===== src/rtl/mdu_pkg.sv =====
// Shared types, constants and op-decode helpers for the iterative
// RV32M multiply/divide unit.
package mdu_pkg;

   localparam int XLEN = 32;

   typedef enum logic [2:0] {
      OP_MUL    = 3'd0,
      OP_MULH   = 3'd1,
      OP_MULHSU = 3'd2,
      OP_MULHU  = 3'd3,
      OP_DIV    = 3'd4,
      OP_DIVU   = 3'd5,
      OP_REM    = 3'd6,
      OP_REMU   = 3'd7
   } mdu_op_t;

   typedef enum logic [1:0] {
      IDLE = 2'd0,
      CALC = 2'd1,
      DONE = 2'd2
   } mdu_state_t;

   localparam logic [XLEN-1:0] DIV0_QUO     = '1;
   localparam logic [XLEN-1:0] OVF_DIVIDEND = {1'b1, {(XLEN-1){1'b0}}};
   localparam logic [XLEN-1:0] OVF_DIVISOR  = '1;

   function automatic logic is_div(mdu_op_t op);
      return op[2];
   endfunction

   function automatic logic is_rem(mdu_op_t op);
      return op[2] & op[1];
   endfunction

   function automatic logic a_signed(mdu_op_t op);
      return op inside {OP_MUL, OP_MULH, OP_MULHSU, OP_DIV, OP_REM};
   endfunction

   function automatic logic b_signed(mdu_op_t op);
      return op inside {OP_MUL, OP_MULH, OP_DIV, OP_REM};
   endfunction

endpackage


===== src/rtl/mdu_if.sv =====
// E-stage <-> MDU bundle: operands and op in, stall/done/result out.
// The pipeline drives through master, the MDU receives through slave.
interface mdu_if
   import mdu_pkg::*;
#(
   parameter int WIDTH = XLEN
) ();

   logic             mdu_start_E;
   logic [2:0]       mdu_op_E;
   logic [WIDTH-1:0] srcA_E;
   logic [WIDTH-1:0] srcB_E;
   logic             flush_E;
   logic             mdu_stall;
   logic             mdu_done;
   logic [WIDTH-1:0] mdu_result;

   modport master (
      output mdu_start_E, mdu_op_E, srcA_E, srcB_E, flush_E,
      input  mdu_stall, mdu_done, mdu_result
   );

   modport slave (
      input  mdu_start_E, mdu_op_E, srcA_E, srcB_E, flush_E,
      output mdu_stall, mdu_done, mdu_result
   );

endinterface


===== src/rtl/mdu_sign_fix.sv =====
// Applies the result sign to the unsigned-magnitude product, quotient
// or remainder and selects the architectural result word.
module mdu_sign_fix
   import mdu_pkg::*;
#(
   parameter int WIDTH = XLEN
) (
   input  logic [2*WIDTH-1:0] i_prod,
   input  logic [WIDTH-1:0]   i_quo,
   input  logic [WIDTH-1:0]   i_rem,
   input  mdu_op_t            i_op,
   input  logic               i_qneg,
   input  logic               i_rneg,
   output logic [WIDTH-1:0]   o_word
);

   logic [2*WIDTH-1:0] w_prod;
   logic [WIDTH-1:0]   w_quo;
   logic [WIDTH-1:0]   w_rem;

   assign w_prod = i_qneg ? -i_prod : i_prod;
   assign w_quo  = i_qneg ? -i_quo  : i_quo;
   assign w_rem  = i_rneg ? -i_rem  : i_rem;

   always_comb begin
      o_word = w_rem;
      case (i_op)
         OP_MUL:                       o_word = w_prod[WIDTH-1:0];
         OP_MULH, OP_MULHSU, OP_MULHU: o_word = w_prod[2*WIDTH-1:WIDTH];
         OP_DIV, OP_DIVU:              o_word = w_quo;
         default:                      o_word = w_rem;
      endcase
   end

endmodule


===== src/rtl/mdu_iterative.sv =====
// Iterative RV32M unit: radix-2 shift-add multiply and restoring divide,
// one bit per cycle, stalling the front of the pipe while busy.
module mdu_iterative
   import mdu_pkg::*;
#(
   parameter int WIDTH = XLEN
) (
   input  logic  clk,
   input  logic  rst,
   mdu_if.slave  bus
);

   localparam int CW = $clog2(WIDTH + 1);

   mdu_state_t         r_state, w_state_nxt;
   mdu_op_t            r_op, w_op;
   logic [CW-1:0]      r_cnt;
   logic [WIDTH-1:0]   r_mcand, r_div, r_quo, r_rem, r_result;
   logic [2*WIDTH-1:0] r_prod;
   logic               r_qneg, r_rneg, r_done;

   logic               w_accept, w_last, w_stall;
   logic               w_aneg, w_bneg, w_div0, w_ovf, w_special;
   logic [WIDTH-1:0]   w_a_abs, w_b_abs, w_special_res;
   logic [WIDTH:0]     w_hi_sum, w_shift, w_trial;
   logic               w_ge;
   logic [2*WIDTH-1:0] w_prod_nxt;
   logic [WIDTH-1:0]   w_quo_nxt, w_rem_nxt, w_fix;

   assign w_op    = mdu_op_t'(bus.mdu_op_E);
   assign w_aneg  = a_signed(w_op) & bus.srcA_E[WIDTH-1];
   assign w_bneg  = b_signed(w_op) & bus.srcB_E[WIDTH-1];
   assign w_a_abs = w_aneg ? -bus.srcA_E : bus.srcA_E;
   assign w_b_abs = w_bneg ? -bus.srcB_E : bus.srcB_E;

   assign w_div0 = is_div(w_op) && (bus.srcB_E == '0);
   assign w_ovf  = (w_op == OP_DIV || w_op == OP_REM)
                && (bus.srcA_E == OVF_DIVIDEND)
                && (bus.srcB_E == OVF_DIVISOR);
   assign w_special = w_div0 | w_ovf;

   always_comb begin
      w_special_res = '0;
      if (w_div0)
         w_special_res = is_rem(w_op) ? bus.srcA_E : DIV0_QUO;
      else if (w_ovf)
         w_special_res = is_rem(w_op) ? '0 : OVF_DIVIDEND;
   end

   // Multiplier sits in the low half and is shifted out as the sum moves in.
   assign w_hi_sum   = {1'b0, r_prod[2*WIDTH-1:WIDTH]}
                     + (r_prod[0] ? {1'b0, r_mcand} : '0);
   assign w_prod_nxt = {w_hi_sum, r_prod[WIDTH-1:1]};

   // Partial remainder < divisor, so a WIDTH+1-bit trial never overflows.
   assign w_shift   = {r_rem, r_quo[WIDTH-1]};
   assign w_trial   = w_shift - {1'b0, r_div};
   assign w_ge      = ~w_trial[WIDTH];
   assign w_rem_nxt = w_ge ? w_trial[WIDTH-1:0] : w_shift[WIDTH-1:0];
   assign w_quo_nxt = {r_quo[WIDTH-2:0], w_ge};

   mdu_sign_fix #(.WIDTH(WIDTH)) u_sign_fix (
      .i_prod (w_prod_nxt),
      .i_quo  (w_quo_nxt),
      .i_rem  (w_rem_nxt),
      .i_op   (r_op),
      .i_qneg (r_qneg),
      .i_rneg (r_rneg),
      .o_word (w_fix)
   );

   always_comb begin
      w_state_nxt = r_state;
      w_accept    = 1'b0;
      w_last      = 1'b0;
      w_stall     = 1'b0;
      unique case (r_state)
         IDLE: begin
            if (bus.mdu_start_E && !bus.flush_E) begin
               w_accept    = 1'b1;
               w_stall     = 1'b1;
               w_state_nxt = w_special ? DONE : CALC;
            end
         end
         CALC: begin
            if (bus.flush_E) begin
               w_state_nxt = IDLE;
            end else begin
               w_stall = 1'b1;
               if (r_cnt == CW'(1)) begin
                  w_last      = 1'b1;
                  w_state_nxt = DONE;
               end
            end
         end
         DONE:    w_state_nxt = IDLE;
         default: w_state_nxt = IDLE;
      endcase
   end

   always_ff @(posedge clk) begin
      if (rst) begin
         r_state  <= IDLE;
         r_op     <= OP_MUL;
         r_cnt    <= '0;
         r_mcand  <= '0;
         r_div    <= '0;
         r_quo    <= '0;
         r_rem    <= '0;
         r_prod   <= '0;
         r_qneg   <= 1'b0;
         r_rneg   <= 1'b0;
         r_done   <= 1'b0;
         r_result <= '0;
      end else begin
         r_state <= w_state_nxt;
         r_done  <= (w_state_nxt == DONE);
         if (w_accept) begin
            r_op    <= w_op;
            r_cnt   <= CW'(WIDTH);
            r_mcand <= w_a_abs;
            r_prod  <= {{WIDTH{1'b0}}, w_b_abs};
            r_quo   <= w_a_abs;
            r_div   <= w_b_abs;
            r_rem   <= '0;
            r_qneg  <= w_aneg ^ w_bneg;
            r_rneg  <= w_aneg;
            if (w_special)
               r_result <= w_special_res;
         end else if (r_state == CALC) begin
            r_cnt  <= r_cnt - CW'(1);
            r_prod <= w_prod_nxt;
            r_quo  <= w_quo_nxt;
            r_rem  <= w_rem_nxt;
            if (w_last)
               r_result <= w_fix;
         end
      end
   end

   assign bus.mdu_stall  = w_stall;
   assign bus.mdu_done   = r_done;
   assign bus.mdu_result = r_result;

endmodule


===== src/flat_wrapper.sv =====
// flat-port wrapper written by rule: the top's interface ports become plain ports
module mdu_iterative_flat import mdu_pkg::*;
#(
   parameter int WIDTH = XLEN
)
  (clk, rst, bus_mdu_start_E, bus_mdu_op_E, bus_srcA_E, bus_srcB_E, bus_flush_E, bus_mdu_stall, bus_mdu_done, bus_mdu_result);
  mdu_if #(.WIDTH(WIDTH)) bus_i ();
  input  logic clk;
  input  logic rst;
  input wire logic [$bits(bus_i.mdu_start_E)-1:0] bus_mdu_start_E;
  input wire logic [$bits(bus_i.mdu_op_E)-1:0] bus_mdu_op_E;
  input wire logic [$bits(bus_i.srcA_E)-1:0] bus_srcA_E;
  input wire logic [$bits(bus_i.srcB_E)-1:0] bus_srcB_E;
  input wire logic [$bits(bus_i.flush_E)-1:0] bus_flush_E;
  output wire logic [$bits(bus_i.mdu_stall)-1:0] bus_mdu_stall;
  output wire logic [$bits(bus_i.mdu_done)-1:0] bus_mdu_done;
  output wire logic [$bits(bus_i.mdu_result)-1:0] bus_mdu_result;
  assign bus_i.mdu_start_E = bus_mdu_start_E;
  assign bus_i.mdu_op_E = bus_mdu_op_E;
  assign bus_i.srcA_E = bus_srcA_E;
  assign bus_i.srcB_E = bus_srcB_E;
  assign bus_i.flush_E = bus_flush_E;
  assign bus_mdu_stall = bus_i.mdu_stall;
  assign bus_mdu_done = bus_i.mdu_done;
  assign bus_mdu_result = bus_i.mdu_result;
  mdu_iterative #(.WIDTH(WIDTH)) u_core (.clk(clk), .rst(rst), .bus(bus_i));
endmodule

===== config.mk =====
export PLATFORM = sky130hd
export DESIGN_NAME = mdu_iterative_flat
export DESIGN_NICKNAME = d
export VERILOG_FILES = /design/src/rtl/mdu_pkg.sv /design/src/rtl/mdu_if.sv /design/src/rtl/mdu_sign_fix.sv /design/src/rtl/mdu_iterative.sv /design/src/flat_wrapper.sv
export SDC_FILE = /design/constraint.sdc
export NUM_CORES = 1
export LEC_CHECK = 0
export CORE_UTILIZATION = 31
export DETAILED_ROUTE_END_ITERATION = 7
export PLACE_DENSITY = 0.59
export SYNTH_ARGS = -nofsm -noshare
export SYNTH_HDL_FRONTEND = slang
export SYNTH_HIERARCHICAL = 1
export SYNTH_SLANG_ARGS = --single-unit

===== constraint.sdc =====
create_clock -name clk -period 4.9 [get_ports clk]
set_input_delay 0.735 -clock clk [delete_from_list [all_inputs] [get_ports clk]]
set_output_delay 0.735 -clock clk [all_outputs]
set_load 0.05 [all_outputs]

==> reports/qor.yml <==
outcome: "finished with violations"
violations: "setup timing"
tns_ns: -6.62
cts_hold_buf: 0
vdd_drop_max_mv: 0.274
gp_congestion: 0.974
synth_cells: 2521
grt_start_max_net_pins: 94
wl_per_cell_microns: 22.5
wirelength_microns: 81800
rows: 89
slew_violations: 0
grt.total_usage_pct: 25.8
ys_top_cells_by_area: "dfxtp_1 (25%), nor2_1 (7.5%), a21oi_1 (6.3%)"
relSlewSlack_pct: 20.2
drv_cap: 0
design_area_sq_um: 24400
r2r_slack_ns: -0.39
rsz0062_at_grt: "true"
start_util_pct: 31.5
vias: 21000
grt_pass1_wl_microns: 121000
synth_nets: 2666
p_leak_nw: 9.60
cts_tree: "built"
port_buffers: 104
placed_area_sq_um: 22700
drive_gt1_share_pct: 20.3
avgViaCountPerCell: 5.78
min_period_ns: 5.29
fin_crit_sh_pct: 108
crit_path_max_fanout: 6
avgSynthCellArea_sq_um: 7.42
min_path_cells: 2
startpoint_type: "flip-flop"
dpl.hpwl_microns: 61400
power_w: 0.00796
yosysTopAreaCell: "dfxtp_1"
cts_buffers: 29
reg2reg_depth: 24
core_sq_um: 59400
multi_input_area_sq_um: 13500
worstSetupPathType: "flip-flop to flip-flop"
hp-start: "u_core/r_div[19]"
r2r-start: "u_core/r_div[7]"
grt_pass1_vias: 19600
antenna_found_initial: 1
power.density_nw_per_um2: 326
fp.dieH_microns: 248
die_x_microns: 248
drc_errors: 0
synth_top_area_share_pct: 25.5
fin_skew_ns: 0.0214
die-area_sq_um: 61300
max_slew.worst_pin.slew_ns: 1.19
r2r-end: "u_core/bus.mdu_result[20]"
async_flop_share_pct: 0
timing.fmax_mhz: 189
cts_buffer_depth: 3
drt_iter0_markers: 2027
clock_sinks: 238
regArea_sq_um: 4770
hp-class: "flip-flop to flip-flop"
hold_end: "u_core/r_div[19]"
setup_viol: 24
drtPass1Iterations: 8
synth-edff-count: 0
yosysSeqAreaShare_pct: 25.5
clkLatencyLatePin_ns: 0.58
nets: 2987
grt_overflow: 0
whs_ns: 0.458
h-tree-depth: 1
preCtsSetupSlack_ns: -0.611
synthFlopType: "dfxtp_1"
end_kind: "flip-flop"
mostFrequentLayoutCell: "nor2_1"
syn_to_final_growth_pct: 30.4
io_pins: 105
clk_pin_slew_ns: 0.06
final_cell_mix: "nor2_1 (373), buf_4 (332), dfxtp_1 (232), a21oi_1 (226), nand2_1 (175)"
finalHoldViolations: 0
cp.required_ns: 5.33
worstPathArrival_ns: 5.72
synthesis.area_sq_um: 18700
setup_slack_ns: -0.395
clock-root-buffer: "clkbuf_16"
ant_nets: 0
fillerInstances: 5992
ys_types: 93
synth-seq-cells: 238
yosys_warnings: 6
-- state kept, by name, summed over array words and instances (netlist names) --
signal,cells
u_core/r_rneg,1
u_core/r_mcand,32
u_core/r_rem,32
u_core/bus.mdu_result,32
u_core/r_quo,32
u_core/r_prod,64
u_core/r_qneg,1
u_core/r_state,2
u_core/r_op,3
u_core/r_cnt,6
u_core/r_div,32
u_core/bus.mdu_done,1
-- worst max-delay path by stage --
stage / startpoint / end / slack (ns) / cells past startpoint
after floorplan: u_core/r_div[7] / u_core/bus.mdu_result[30] / -0.25 / 21
after global placement: u_core/r_quo[31] / u_core/bus.mdu_result[30] / -0.54 / 20
after detailed placement: u_core/r_quo[31] / u_core/bus.mdu_result[30] / -0.61 / 20
after CTS: u_core/r_quo[31] / u_core/bus.mdu_result[30] / -0.34 / 21
after global routing: u_core/r_quo[31] / u_core/bus.mdu_result[30] / -0.57 / 22
final: u_core/r_div[7] / u_core/bus.mdu_result[20] / -0.39 / 24
-- worst max-delay path: stages, from the launching register on --
cell	delay, ns
dfxtp_2	0.32
inv_1	0.04
ha_1	0.28
a21o_1	0.18
or3_1	0.32
o21a_1	0.23
a21boi_4	0.20
o21ai_2	0.10
a31oi_4	0.22
xnor2_4	0.16
buf_12	0.16
buf_12	0.13
buf_4	0.13
buf_8	0.13
inv_2	0.06
ha_4	0.12
or4b_4	0.47
nand4b_1	0.34
buf_6	0.24
nor3b_2	0.18
mux2_4	0.32
a211o_1	0.27
a211o_1	0.29
a21oi_2	0.17
a211oi_2	0.08
-- final cells by class --
type | count | area share (%)
Antenna cell | 1 | 0.0103
Sequential cell | 238 | 19.6
Inverter | 86 | 1.32
Tap cell | 773 | 3.97
Timing Repair Buffer | 454 | 15.6
Multi-Input combinational cell | 2033 | 55.5
Clock buffer | 36 | 3.37
Clock inverter | 16 | 0.708
-- routing by layer --
metal / vias to the layer above / wire length, microns / track usage [%]
met5: - / 0 / 0
met4: 0 / 2920 / 8.95
met3: 167 / 7380 / 4.57
met2: 995 / 36200 / 41.2
met1: 10100 / 35300 / 34.8
li1: 9753 / - / -
-- power breakdown --
| part | internal, W | switching, W |
|---|---|---|
| logic | 0.00156 | 0.00194 |
| clock network | 0.00134 | 0.000937 |
| registers | 0.00203 | 0.000153 |
| total | 0.00493 | 0.00303 |
-- metrics by stage --
stage | std cells | utilization, %
6_report | 3637 | 41.1
5_1_grt | 3636 | 41.1
4_1_cts | 3627 | 40.7
3_5_place_dp | 3554 | 38.2
3_3_place_gp | 3554 | 38.2
2_1_floorplan | 2521 | -
-- synth_stat cells (6+ instances only) --
| master | count |
|---|---|
| nor2_1 | 375 |
| dfxtp_1 | 238 |
| a21oi_1 | 234 |
| nand2_1 | 176 |
| clkbuf_1 | 134 |
| o21ai_0 | 123 |
| xnor2_1 | 119 |
| nor3_1 | 97 |
| xor2_1 | 87 |
| inv_1 | 86 |
| a211oi_1 | 75 |
| ha_1 | 72 |
| and2_1 | 48 |
| o31ai_1 | 42 |
| nand3_1 | 40 |
| nor4_1 | 35 |
| a21o_1 | 32 |
| o21a_1 | 32 |
| or3_1 | 30 |
| or4_1 | 30 |
| mux2_2 | 28 |
| mux2i_1 | 26 |
| o41ai_1 | 24 |
| nand4_1 | 21 |
| nand2b_1 | 19 |
| a211oi_2 | 17 |
| a31oi_1 | 17 |
| o22ai_1 | 17 |
| or2_2 | 17 |
| buf_1 | 15 |
| and3_1 | 14 |
| o211ai_1 | 13 |
| nor2b_1 | 12 |
| a22oi_1 | 11 |
| o21bai_1 | 11 |
| mux2_1 | 9 |
| o221ai_1 | 9 |
| buf_2 | 8 |
| a211o_1 | 7 |
| a221o_1 | 6 |
| a222oi_1 | 6 |
| nor4b_1 | 6 |
-- cells by family after synthesis --
logic type / synth area share (%)
compound gates: 26.5
xor+xnor: 9.73
fa+ha+maj: 5.03
buf+inv: 5.29
flops: 25.5
mux: 3.62
simple gates: 24.4
-- timing repair --
item	CTS	global route
setup endpoints to repair	27	28
gates resized for setup	73	35
setup buffers	22	11
pin swaps	54	34
Note: power is estimated with default switching activity, not from simulation.
==> RTL change 1: new RTL, same settings <==
`XLEN`: 32 -> 16.
--- a/src/rtl/mdu_pkg.sv
+++ b/src/rtl/mdu_pkg.sv
@@ -2,7 +2,7 @@
 // RV32M multiply/divide unit.
 package mdu_pkg;
 
-   localparam int XLEN = 32;
+   localparam int XLEN = 16;
 
    typedef enum logic [2:0] {
       OP_MUL    = 3'd0,
Ports: changed (resized bus_mdu_result, bus_srcA_E and bus_srcB_E); port bits go from 105 to 57. No check against the original RTL was run, so the function may have changed too.
==> RTL change 1 against the unedited design <==
Sequential power shrank 48%. Routed wire length down 64%. Setup slack improved by 0.67 ns. Cell count down 56%. Total power decreased by 56%. Design area fell by 56%. First-iteration DRC count down 67%. Sequential cell count fell by 113. Via count shrank 58%. Area after synthesis decreased by 51%. Maximum frequency increased by 14%. Synthesized cell count fell by 54%. Die area down 51%. Critical path type unchanged.
==> RTL change 1: results (changes against the unedited design) <==
[layout]
nets=1272  ; -57%
antenna_cells=0  ; -1
drive_gt1_frac=0.09635  ; -0.1062
fill_cells=3031  ; -49%
largest-register=u_core/r_prod
largest_reg_flops=32  ; -50%

[place]
io_buffer_count=56  ; -46%
dpl-instance-area_sq_um=10030  ; -56%
dp_hpwl_mm=21.57  ; -65%
gp_congestion=0.9031  ; -7.3%

[yosys]
synth_cell_types=75  ; -19%
synthArstFlopShare=0  ; unchanged
yosys_warnings=6  ; unchanged
synthTopCellsByCount=dfxtp_1 (125), nand2_1 (124), a21oi_1 (101), nor2_1 (91), o21ai_0 (71)
synth_area_leaders=dfxtp_1 (27%), a21oi_1 (5.5%), ha_1 (5.5%), xnor2_1 (5.4%), nand2_1 (5.1%)
synth-seq-area-share=0.2736  ; +0.01894
syn-num-nets=1248  ; -53%

[cts]
postCtsSetupBuffers=0  ; -100%
root_buffer=clkbuf_16
path_clk_slew_ns=0.06  ; about the same
clock_latency_ns=0.43  ; -0.15 ns
cts_max_path_buffers=2  ; -1
cts_made_buffers=17  ; -41%
cts_resized=0  ; -100%
htreeDepth=4  ; +3

[routing]
drtIter0Drc=674  ; -67%
routed_wl_mm=29.29  ; -64%
firstDrtPassIters=5  ; -3
via_per_inst=5.547  ; -4.1%

[power]
p_leak_nw=3.894  ; -59%
vdd_drop_max_mv=0.2352  ; -14%

[global_route]
antenna_found_initial=0  ; -1
grt_pass1_vias=8487  ; -57%
grt_pass1_wl_mm=46.26  ; -62%
track_usage=0.1932  ; -0.06500
grt_max_degree=81  ; -14%

[worst_setup_path]
r2r-end=u_core/bus.mdu_result[13]
r2r_slack_ns=0.27  ; +0.67 ns
r2r_cells=18  ; -25%
crit_path_max_fanout=16  ; +10
reg2reg_from=u_core/r_quo[15]

[worst_hold_path]
hold_class=reg2reg
holdPathEnd=u_core/r_mcand[15]
hold_path.startpoint=u_core/r_mcand[15]
hold_depth=1  ; -1

[run_status]
status=finished, final reports clean

[sta]
worst_slew_pin_slew_ns=0.9971  ; -0.1975 ns
fin_worst_skew_ns=0.01831  ; -0.003079 ns

[RTL change 1: cell count changes in the layout (fill, tap and decap cells not counted), moves of 61 or more]
cell      delta
dfxtp_1    -107
a21oi_1    -126
xnor2_1     -61
a211oi_1    -65
buf_4      -316
nor2_1     -282
[RTL change 1: worst max-delay path by stage]
stage / slack [ns] / end / depth (start not counted) / startpoint
after CTS: 0.09 / u_core/bus.mdu_result[15] / 19 / u_core/r_quo[15]
final: 0.27 / u_core/bus.mdu_result[13] / 18 / u_core/r_quo[15]
after global placement: 0.19 / u_core/bus.mdu_result[15] / 19 / u_core/r_quo[15]
after detailed placement: 0.09 / u_core/bus.mdu_result[15] / 19 / u_core/r_quo[15]
after floorplan: 0.52 / u_core/bus.mdu_result[15] / 20 / u_core/r_quo[15]
after global routing: 0.01 / u_core/bus.mdu_result[13] / 18 / u_core/r_quo[15]
[RTL change 1: worst max-delay path, cell delays in order, from the launching register on]
cell,delay (ns)
dfxtp_1,0.33
inv_1,0.07
ha_1,0.21
fa_1,0.43
nand2b_1,0.17
a211o_1,0.29
a21oi_2,0.18
o22ai_2,0.15
xor2_2,0.20
inv_4,0.19
mux2_2,0.42
or3_1,0.45
or4_1,0.41
o21ai_0,0.21
xnor2_1,0.14
a22oi_1,0.20
o221ai_1,0.17
a21oi_1,0.18
a211oi_2,0.09
[RTL change 1: stage by stage]
step / util / cells / setup slack (ns) / hold slack, ns
2_1_floorplan: - / 1167 / 0.5197 / 0.4176
3_3_place_gp: 0.3476 / 1556 / 0.1883 / 0.4292
3_5_place_dp: 0.3476 / 1556 / 0.09247 / 0.4356
4_1_cts: 0.3679 / 1588 / 0.08986 / 0.4497
5_1_grt: 0.3688 / 1588 / 0.01386 / 0.4662
6_report: 0.3688 / 1588 / 0.2746 / 0.4445
[RTL change 1: metal layers]
layer | vias to the layer above | track usage | wire, um
met1 | 4178 | 0.2550 | 13520
met4 | 0 | 0.07164 | 786
met2 | 304 | 0.3128 | 13240
met3 | 48 | 0.03465 | 1751
met5 | - | 0 | 0
li1 | 4278 | - | -
[RTL change 1: power breakdown]
part	internal, mW	switching, mW
Clock	0.757	0.521
Sequential	1.07	0.0703
Combinational	0.412	0.663
Total	2.24	1.25
[RTL change 1: cell families (layout without fill, tap and decap cells)]
family                     Yosys count  count (layout)  synth area share
muxes                               28              28           0.03215
buffers and inverters              108             145           0.04816
and+or+nand+nor                    393             393            0.2096
AOI/OAI and AO/OA                  365             365            0.2750
DFF                                125             125            0.2736
xor gates and xnor gates           106             106            0.1023
adders and majority gates           42              42           0.05911
[RTL change 1: cell type report]
class / instances / share of cell area
clock buffer: 18 / 0.04032
clock inverter: 14 / 0.01481
timing repair buffer: 72 / 0.06348
tap: 384 / 0.04514
sequential: 125 / 0.2351
multi-input combinational: 934 / 0.5865
inverter: 41 / 0.01469
==> RTL change 2: new RTL, same flow settings <==
Made on the original files. Make the reset (`rst`) asynchronous in one clocked block.
--- a/src/rtl/mdu_iterative.sv
+++ b/src/rtl/mdu_iterative.sv
@@ -98,7 +98,7 @@
       endcase
    end
 
-   always_ff @(posedge clk) begin
+   always_ff @(posedge clk or posedge rst) begin
       if (rst) begin
          r_state  <= IDLE;
          r_op     <= OP_MUL;
Check against the original RTL: differs if rst is asserted again (counterexample within 4 cycles, from zero or initial values and one cycle with rst high); with rst held inactive, the same outputs for 4 cycles.
==> RTL change 2 against the unedited design <==
The run still ends with setup timing left. Design area is 0.50% higher. Sequential cell count stayed put. Setup slack worse by 0.0087 ns. Non-clock buffer count is 17 lower. First-iteration DRC count is 12% lower. Routed wire length is 3.6% lower. Area after synthesis is 0.41% higher.
Power is not compared: it rests on default switching activity, and its combinational part moved more than twofold at a synthesized area within 25%.
==> RTL change 2: results (changes against the unedited design) <==
[place]
dpl_worst_slack_ns=-0.4786  ; +0.1321 ns
gp_congestion=0.9784  ; +0.45%
dp_hpwl_mm=58.93  ; -4.0%
dpl-instance-area_sq_um=22720  ; +0.26%
placed_cells=3234  ; -9.0%
io_buffer_count=104  ; unchanged

[cts]
path_clk_slew_ns=0.06  ; about the same
cts_resized=47  ; -36%
root_buffer=clkbuf_16
clock_latency_ns=0.60  ; +0.02 ns
cts_made_buffers=29  ; unchanged
cts_max_path_buffers=3  ; unchanged
postCtsSetupBuffers=13  ; -41%

[layout]
nets=2667  ; -11%
antenna_cells=0  ; -1
drive_gt1_frac=0.2146  ; +0.01204
layout.cells.non_filler=3317  ; -8.8%

[worst_setup_path]
crit_path_max_fanout=7  ; +1
slowest_stage=or4_4
slowest_delay_ns=0.52  ; +0.05 ns
crit_top_cell=buf_4
arrival_ns=5.76  ; +0.04 ns
path_delay_family=simple AND/OR/NAND/NOR gates

[routing]
routedWlPerCell_um=23.78  ; +5.7%
drtIter0Drc=1785  ; -12%
firstDrtPassIters=5  ; -3
vias=19432  ; -7.6%
ant_nets=0  ; unchanged

[yosys]
synth-seq-area-share=0.3171  ; +0.06238
synth_cell_types=83  ; -11%
synthTopCellsByCount=dfrtp_1 (238), nand2_1 (187), nor2_1 (187), o21ai_0 (131), a21oi_1 (111)
yosys_warnings=6  ; unchanged
synth.avg_cell_area_sq_um=8.588  ; +16%
synthArstFlopShare=1.000  ; +1.000
syn-num-nets=2332  ; -13%
synth_area_leaders=dfrtp_1 (32%), xnor2_1 (5.1%), ha_1 (4.8%), xor2_1 (4.4%), nand2_1 (3.7%)

[sta]
setup_viol=22  ; -8.3%
fin_ws_ns=-0.4034  ; -0.008702 ns
setup_tns_ns=-4.248  ; +2.373 ns
max_slew_margin=0.2383  ; +0.03669
fin_worst_skew_ns=0.03902  ; +0.01763 ns

[run_status]
status=finished, violations left
violations=setup timing

[worst_hold_path]
hold_class=reg2reg

[global_route]
grt_pass1_wl_mm=118.4  ; -2.3%
grt_max_degree=87  ; -7.4%
track_usage=0.2523  ; -0.005940

[power]
powerDensity_nw_per_um2=710.0
vdd_drop_max_mv=0.4369

[RTL change 2: logic make-up (layout without fill, tap and decap cells)]
| family | Yosys count | after routing | share of synthesized area |
|---|---|---|---|
| AOI/OAI and AO/OA | 715 | 715 | 0.2720 |
| and+or+nand+nor | 700 | 700 | 0.1873 |
| DFF | 238 | 238 | 0.3171 |
| xor gates and xnor gates | 205 | 205 | 0.09659 |
| buffers and inverters | 203 | 560 | 0.04356 |
| adders and majority gates | 74 | 74 | 0.05009 |
| muxes | 52 | 52 | 0.03337 |
[RTL change 2: metal layers]
layer	GRT usage	vias up	part of all wire
li1	-	8820	-
met1	0.3330	9601	0.43
met2	0.4165	860	0.47
met3	0.03868	147	0.067
met4	0.08734	4	0.036
met5	0.009539	-	0.0012
[RTL change 2: cell type report]
type	instances	area, sq um
Clock buffer	39	843.3
Clock inverter	14	214.0
Fill cell	5930	34950
Inverter	70	269.0
Multi-Input combinational cell	1746	12570
Sequential cell	238	5958
Tap cell	773	967.2
Timing Repair Buffer	437	3694
[RTL change 2: worst paths after layout]
check                                       start                        end  slack, ns  cells past startpoint
worst max-delay path              u_core/r_div[5]  u_core/bus.mdu_result[31]      -0.40                     23
worst min-delay path            u_core/r_mcand[4]          u_core/r_mcand[4]       0.47                      1
worst max register to register    u_core/r_div[5]  u_core/bus.mdu_result[31]      -0.40                     23
worst min register to register  u_core/r_mcand[4]          u_core/r_mcand[4]       0.47                      1
max in group asynchronous                     rst              u_core/r_qneg       3.31                      3
min in group asynchronous                     rst            u_core/r_div[8]       0.69                      2
[RTL change 2: report_power, final]
part           internal [mW]  leakage (nW)  switching (mW)
registers               2.58          3.03           0.856
logic                   5.30          7.15            6.23
clock network           1.47         0.525           0.960
